File: config.mk
export PLATFORM = sky130hd
export DESIGN_NAME = seven_seg_scan_ctrl
export DESIGN_NICKNAME = d
export VERILOG_FILES = /design/src/rtl/seven_seg_pkg.sv /design/src/rtl/bin2bcd_serial.sv /design/src/rtl/seven_seg_scan_ctrl.sv
export SDC_FILE = /design/constraint.sdc
export NUM_CORES = 1
export LEC_CHECK = 0
export BUFFER_PORTS_ARGS = -buffer_cell sky130_fd_sc_hd__buf_2
export CAP_MARGIN = 20
export CORE_ASPECT_RATIO = 0.5
export CORE_MARGIN = 4
export CORE_UTILIZATION = 35
export CTS_BUF_LIST = sky130_fd_sc_hd__clkbuf_2 sky130_fd_sc_hd__clkbuf_4 sky130_fd_sc_hd__clkbuf_8
export CTS_CLUSTER_SIZE = 30
export DETAILED_ROUTE_END_ITERATION = 10
export PLACE_DENSITY_LB_ADDON = 0.3
export SYNTH_ARGS = -nofsm -noshare
export SYNTH_HDL_FRONTEND = slang
export SYNTH_SLANG_ARGS = --single-unit
File: constraint.sdc
create_clock -name clk -period 2.35 [get_ports clk]
set_input_delay 0.47 -clock clk [delete_from_list [all_inputs] [get_ports clk]]
set_output_delay 0.47 -clock clk [all_outputs]
set_load 0.01 [all_outputs]
File: src/rtl/seven_seg_pkg.sv
// Shared constants, FSM encoding and BCD helper for the seven-segment scan path.
package seven_seg_pkg;

    localparam int           NUM_DIGITS = 4;
    localparam int           SCORE_MAX  = 9999;
    localparam logic [3:0]   AN_OFF     = 4'b1111;

    typedef enum logic [1:0] {
        IDLE = 2'd0,
        CONV = 2'd1,
        DONE = 2'd2
    } conv_state_e;

    // Double-dabble correction: any nibble >= 5 gets +3 before the shift.
    function automatic logic [15:0] bcd_adjust(input logic [15:0] b);
        logic [15:0] r;
        r = b;
        for (int i = 0; i < NUM_DIGITS; i++) begin
            if (r[i*4 +: 4] >= 4'd5)
                r[i*4 +: 4] = r[i*4 +: 4] + 4'd3;
        end
        return r;
    endfunction

endpackage

File: src/rtl/bin2bcd_serial.sv
// Sequential double-dabble converter: one bit per cycle, SCORE_W cycles, input
// saturated to SCORE_MAX on capture. busy spans CONV and DONE; done pulses in DONE.
module bin2bcd_serial
    import seven_seg_pkg::*;
#(
    parameter int SCORE_W = 14
) (
    input  logic               clk,
    input  logic               rst,
    input  logic               start,
    input  logic [SCORE_W-1:0] bin,
    output logic               busy,
    output logic [15:0]        bcd,
    output logic               done
);

    localparam int EW = (SCORE_W > 14) ? SCORE_W : 14;
    localparam int CW = $clog2(SCORE_W + 1);

    conv_state_e        state, state_nxt;
    logic [SCORE_W-1:0] sh;
    logic [15:0]        acc;
    logic [CW-1:0]      cnt;

    logic [EW-1:0]      bin_ext, sat_ext;
    logic [SCORE_W-1:0] sat;

    // Clamp in a width that can always hold SCORE_MAX, then narrow back.
    always_comb begin
        bin_ext = EW'(bin);
        sat_ext = (bin_ext > EW'(SCORE_MAX)) ? EW'(SCORE_MAX) : bin_ext;
        sat     = sat_ext[SCORE_W-1:0];
    end

    always_comb begin
        state_nxt = state;
        case (state)
            IDLE: if (start) state_nxt = CONV;
            CONV: if (cnt == CW'(SCORE_W - 1)) state_nxt = DONE;
            DONE: state_nxt = IDLE;
            default: state_nxt = IDLE;
        endcase
    end

    always_ff @(posedge clk or posedge rst) begin
        if (rst) begin
            state <= IDLE;
            sh    <= '0;
            acc   <= '0;
            cnt   <= '0;
        end else begin
            state <= state_nxt;
            case (state)
                IDLE: if (start) begin
                    sh  <= sat;
                    acc <= '0;
                    cnt <= '0;
                end
                CONV: begin
                    {acc, sh} <= {bcd_adjust(acc), sh} << 1;
                    cnt       <= cnt + CW'(1);
                end
                default: ;
            endcase
        end
    end

    assign busy = (state != IDLE);
    assign done = (state == DONE);
    assign bcd  = acc;

endmodule

File: src/rtl/seven_seg_scan_ctrl.sv
// Four-digit seven-segment scanner fed by a serial binary-to-BCD converter.
// Optional leading-zero blanking via `SEVEN_SEG_LZ_BLANK_EN.
module seven_seg_scan_ctrl
    import seven_seg_pkg::*;
#(
    parameter int REFRESH_DIV = 100000,
    parameter int SCORE_W     = 14
) (
    input  logic               clk,
    input  logic               rst,
    input  logic [SCORE_W-1:0] value,
    input  logic               load,
    output logic               busy,
    output logic [3:0]         digit,
    output logic [3:0]         an
);

    localparam int PW = $clog2(REFRESH_DIV);

    logic [15:0]                 bcd;
    logic                        done;
    logic [PW-1:0]               psc;
    logic [1:0]                  idx;
    logic [NUM_DIGITS-1:0][3:0]  disp;
    logic [3:0]                  an_scan;
    logic [NUM_DIGITS-1:0]       blank;

    bin2bcd_serial #(.SCORE_W(SCORE_W)) u_conv (
        .clk   (clk),
        .rst   (rst),
        .start (load),
        .bin   (value),
        .busy  (busy),
        .bcd   (bcd),
        .done  (done)
    );

    // Prescaler and scan index free-run regardless of conversion activity.
    always_ff @(posedge clk or posedge rst) begin
        if (rst) begin
            psc <= '0;
            idx <= '0;
        end else if (psc == PW'(REFRESH_DIV - 1)) begin
            psc <= '0;
            idx <= idx + 2'd1;
        end else begin
            psc <= psc + PW'(1);
        end
    end

    // Display holds the previous value until the converter commits.
    always_ff @(posedge clk or posedge rst) begin
        if (rst)
            disp <= '0;
        else if (done)
            disp <= bcd;
    end

`ifdef SEVEN_SEG_LZ_BLANK_EN
    always_comb begin
        blank[3] = (disp[3] == 4'd0);
        blank[2] = blank[3] && (disp[2] == 4'd0);
        blank[1] = blank[2] && (disp[1] == 4'd0);
        blank[0] = 1'b0;
    end
`else
    assign blank = '0;
`endif

    always_comb begin
        an_scan = ~(4'b0001 << idx);
        digit   = disp[idx];
        an      = blank[idx] ? AN_OFF : an_scan;
    end

endmodule

==> Word-level counts from Yosys, hierarchy flattened <==
Index checks and enable logic that the tools add are counted.
Widths: inputs -> output; s select.
{ "word_totals": {"register_bits": 71, "input_bits": 17} }
{ "classes": {"n_addsub": 7, "n_lt_le_gt_ge": 6, "n_eq_ne": 6, "n_shift": 1, "muxes": 20, "bitwise_logic": 1, "reduce_logical": 5} }
{ "op_table": {"columns": ["operator", "n"], "rows": [
  ["$pmux 16 s2", 1],
  ["$mux 14", 2],
  ["$pmux 14 s2", 1],
  ["$mux 4", 6],
  ["$add 17x1->17 const B", 1],
  ["$eq 17x17->1 const B", 1],
  ["$mux 17", 1],
  ["$ge 4x3->1 const B", 4],
  ["$mux 16", 1],
  ["$gt 14x14->1 const B", 1],
  ["$add 4x2->4 const B", 3],
  ["$bmux 4 s2", 1],
  ["$pmux 4 s2", 1],
  ["$add 4x1->4 const B", 1],
  ["$eq 4x4->1 const B", 1],
  ["$mux 2", 2],
  ["$not 4->4", 1],
  ["$pmux 2 s2", 1],
  ["$reduce_and 2->1", 2],
  ["$reduce_bool 2->1", 2],
  ["$shl 1x2->4 const A", 1],
  ["$add 3x2->3 const B", 1],
  ["$lt 2x3->1 const B", 1],
  ["$mux 3", 1],
  ["other kinds (8)", 8]
]} }

==> Logic depth before layout (Yosys ltp) <==
{ "logic_depth": {"word_depth": 4, "depth_mapped": 6, "depth_no_buf": 6} }

==> By module <==
Synthesis repeated with hierarchy kept, for this count alone.
{ "unflattened": {"hier_cells": 314, "hier_area_um2": 3627.2} }
{ "by_module_without_submodules": {"columns": ["module", "instances", "cells_per_inst", "area_per_inst_um2", "seq_area_each_um2"], "rows": [
  ["bin2bcd_serial", 1, 186, 1981.9, 900.9],
  ["seven_seg_scan_ctrl", 1, 128, 1645.3, 875.8]
]} }

==> Worst setup path before layout <==
Ideal clock, no wire load.
{ "synth_path": {"path_type": "reg-to-output", "from": "register idx[0]", "to": "output port digit[0]", "t_arrival_ps": 1192, "setup_slack_ps": 688, "stages_incl_launch_ff": 3, "n_path_buf": 1, "path_cell_list": "dfrtp_1 -> clkbuf_1 -> mux4_2"} }
{ "synth_via": {"elab_chain_len": 2} }
{ "synth_rtl": {"columns": ["item", "line_no", "rtl"], "rows": [
  ["start, declared", "seven_seg_scan_ctrl.sv:23", "logic [1:0] idx;"],
  ["start signal, assigned", "seven_seg_scan_ctrl.sv:45", "idx <= idx + 2'd1;"],
  ["$bmux 4 s2", "seven_seg_scan_ctrl.sv:72", "digit = disp[idx];"],
  ["$mux 4 (not written as such)", "seven_seg_scan_ctrl.sv:72", null],
  ["end, declared", "seven_seg_scan_ctrl.sv:14", "output logic [3:0] digit,"]
]} }
No other way between the ends. The select of a mux whose other input is x is not followed.

==> Worst setup path in the final report <==
{ "layout_path": {"from": "register idx[0]", "to": "output port digit[3]"} }
Same word-level chain as after synthesis.

==> impl_results.rst <==
.. list-table::
   :header-rows: 1

   * - Metric
     - Value
   * - Leading cell types by total area after synthesis
     - dfrtp_1, ha_1, o21ai_0
   * - Top-level I/O count
     - 26
   * - Worst reg2reg path endpoint
     - idx[0]
   * - Starting Density
     - 0.362
   * - Startpoint of the most critical setup path
     - idx[0]
   * - Total negative slack for setup checks
     - 0 ns
   * - Final Util
     - 0.416
   * - Most used flip-flop cell after synthesis
     - dfrtp_1
   * - Post-layout minimum cycle time
     - roughly 2.1 ns
   * - Dpl cell area
     - about 0.0038 mm^2
   * - Cell breakdown of the critical path
     - mux4_2, buf_2
   * - Layout cells sized above 1
     - 0.199
   * - Classification of the worst setup path
     - register to output port
   * - Grt total ovfl
     - 0
   * - Post CTS Setup Buffer Count
     - 0
   * - Multi-input gate area
     - roughly 0.0015 mm^2
   * - Crit Reg-Reg Startpoint
     - psc[11]
   * - TritonCTS clock tree
     - done
   * - Cells on worst reg2reg path
     - 4
   * - Register area
     - between 0.0015 and 0.002 mm^2
   * - Crit start category
     - register
   * - Post-Synthesis Cells
     - 328
   * - Total detailed-routing wirelength
     - 6750 um
   * - CP bufs+invs
     - 1
   * - Clock sink total
     - 71
   * - Antenna diode count
     - 0
   * - Root Buffer Master
     - clkbuf_8
   * - Cell Area, Synth
     - 0.00344 mm^2
   * - Final max-slew violation count
     - 0
   * - Y dimension of the die
     - 78.1 um
   * - Required time of the worst setup path
     - approximately 1.9 ns
   * - Slew Limit Headroom
     - 0.580
   * - Tightest Hold Check Type
     - input port to asynchronous set/reset pin
   * - # DRC
     - 0
   * - Crit path max-delay cell type
     - mux4_2
   * - PostCTS Resize Cnt
     - 0
   * - Placer Congestion
     - approximately 0.79
   * - Final HPWL DP
     - between 4000 and 5000 um
   * - Synth top area share
     - 0.516
   * - Peak supply drop
     - about 0.44 mV
   * - Sequential element share of the synthesized area
     - 0.516
   * - Fill cell total of the finished layout
     - between 900 and 1000
   * - Total number of yosys warnings
     - 0
   * - RSZ-0062 raised after global routing
     - no
   * - Lkg Pwr
     - 1.79 nW
   * - Fmax
     - around 0.48 GHz
   * - P_int
     - 2.81 mW
   * - Maximum number of pins on one net before global-route repair
     - 55
   * - Cell taking the most area after synthesis
     - dfrtp_1
   * - Setup-failing EPs final
     - 0
   * - CTS buffer count
     - 9
   * - Slew of the pin with the lowest slew margin
     - 0.628 ns
   * - Flip-flop and latch count after synthesis
     - 71
   * - Initial DRC Count
     - between 150 and 200
   * - Die Footprint
     - roughly 0.012 mm^2
   * - CP delay by family, top
     - multiplexers
   * - Buffer levels on the longest clock path
     - 2
   * - Total Routing Usage GR
     - 0.127
   * - Horizontal extent of the die
     - about 150 um
   * - Switching part of the total
     - 0.351
   * - Final Instance Count excl. Fillers
     - about 500
   * - Clock transition at the register clock pins on the worst setup and hold paths after CTS
     - 0.08 ns
   * - Type of destination of the critical path
     - output port
   * - Core Box Area
     - 0.00951 mm^2
   * - Net total in the final layout
     - a little under 400
   * - Placed cells
     - between 400 and 500
   * - Clock Latency Late Sink
     - between 0.3 and 0.4 ns
   * - Final Hold Viols
     - 0
   * - Distinct cells, synth
     - 44
   * - Number of nets with antenna violations after routing
     - 0
   * - Number of enable-type register cells in the synthesized netlist
     - 0
   * - Arr. time, crit path
     - 1.60 ns
   * - Vias in the first global route
     - ~2400
   * - Reg power frac
     - 0.452
   * - Summed area of non-filler cells in the final layout
     - between 0.003 and 0.004 mm^2
   * - Share of synthesized flip-flops with an asynchronous set or reset
     - 1.00
   * - Total power per unit cell area
     - roughly 1100 mW/mm^2
   * - # H-tree levels
     - 3
   * - Path length in cells of the critical path
     - 2
   * - Post-Syn Area per Cell
     - 10.5 um^2
   * - Max-Cap Viols
     - 0
   * - Net count of the mapped netlist
     - 360
   * - Number of buffers added to fix hold violations after cts
     - 0
   * - Vias per cell
     - 4.89
   * - Wire length of the first global-routing pass
     - roughly 12000 um
   * - Clock share of power
     - 0.221
   * - Combinational share of power
     - 0.327
   * - Number of buffers added on ports
     - 25
   * - Post-DR wirelength/cell
     - about 13 um
   * - Status
     - finished clean
   * - Cell row count
     - 25
   * - Power spent charging and discharging nets
     - ~1.5 mW
   * - Area overhead of the layout relative to synthesis
     - 15.0%
   * - Ratio of final minimum period to clock period
     - 0.879
   * - Antenna violations before repair
     - 0
   * - Largest stage delay, worst path
     - 0.55 ns
   * - Clock skew after layout
     - 0.00913 ns
   * - Critical path peak fanout
     - 7
   * - R2r setup slk
     - about 0.54 ns
   * - First drt pass iteration count
     - 5
   * - Number of vias after detailed routing
     - between 2000 and 2500
flip-flops by register name (all words and copies together), names as in the netlist:
name and count:
psc 17, disp 16, u_conv.bcd 16, u_conv.state 2, idx 2, u_conv.cnt 4, u_conv.sh 14
area by class of cell:
type | instances | area share
Inverter | 26 | 0.0246
Sequential cell | 71 | 0.449
Timing Repair Buffer | 33 | 0.0499
Tap cell | 135 | 0.0427
Clock buffer | 10 | 0.0332
Clock inverter | 6 | 0.0155
Multi-Input combinational cell | 220 | 0.385
through the flow:
step	hold slack (ns)	setup WS (ns)	total power [mW]
floorplan	0.445	0.0834	2.97
global placement	0.466	0.571	3.38
detailed placement	0.473	0.551	3.41
CTS	0.110	0.233	4.39
global route	0.132	0.169	4.69
finish	0.115	0.285	4.33
power by group through the flow:
stage          sequential, mW  clock, mW  combinational, mW
2_1_floorplan            1.86          0               1.11
5_1_grt                  2.01       1.05               1.63
6_report                 1.96      0.957               1.41
4_1_cts                  1.96      0.995               1.44
3_3_place_gp             1.97          0               1.40
3_5_place_dp             1.98          0               1.43
per-layer routing:
layer / part of all wire / vias up / global-route usage
li1: - / 1222 / -
met1: 0.54 / 1187 / 0.185
met2: 0.40 / 32 / 0.176
met3: 0.042 / 9 / 0.0409
met4: 0.014 / 0 / 0.0424
met5: 0 / - / 0
synthesized netlist by cell type, drive strengths merged, types with 4 or more instances:
cell type,number
nor3,5
mux4,4
inv,25
nand2b,6
nor2,12
dfrtp,71
mux2,9
nand4,5
a222oi,6
o22ai,8
clkbuf,9
o21ai,39
a22o,4
nand3,13
nand2,39
a21oi,10
xnor2,12
xor2,7
ha,15
nor4,4
logic make-up (layout without fill, tap and decap cells):
kind of cell,Yosys count,in the layout,share of synthesized area
compound gates,71,71,0.124
fa+ha+maj,15,15,0.0545
xor+xnor,19,19,0.0483
buf+inv,37,75,0.0418
mux,16,16,0.0643
simple gates,99,99,0.151
flops,71,71,0.516
worst max-delay path by stage:
| stage | end | slack, ns |
|---|---|---|
| floorplan | disp[0] | 0.08 |
| global placement | idx[1] | 0.57 |
| detailed placement | idx[0] | 0.55 |
| CTS | digit[0] | 0.23 |
| global route | digit[0] | 0.17 |
| finish | digit[3] | 0.28 |
layout by cell type (no fill, tap or decap), types with 2 or more instances in the layout:
cell and count:
dfrtp_1 71, nand2_1 38, o21ai_0 37, buf_2 25, inv_1 24, ha_1 15, nand3_1 12, xnor2_1 12
nor2_1 12, a21oi_1 9, mux2_2 9, clkbuf_8 9, o22ai_1 8, xor2_1 7, buf_4 7, nand2b_1 6
a222oi_1 6, nor3_1 5, nand4_1 5, a22o_1 4, mux4_2 4, mux2i_1 3, nor3b_1 3, nor4_1 3
clkinv_2 3, nor2b_1 2, o31ai_1 2
(Power assumes the default switching activity.)
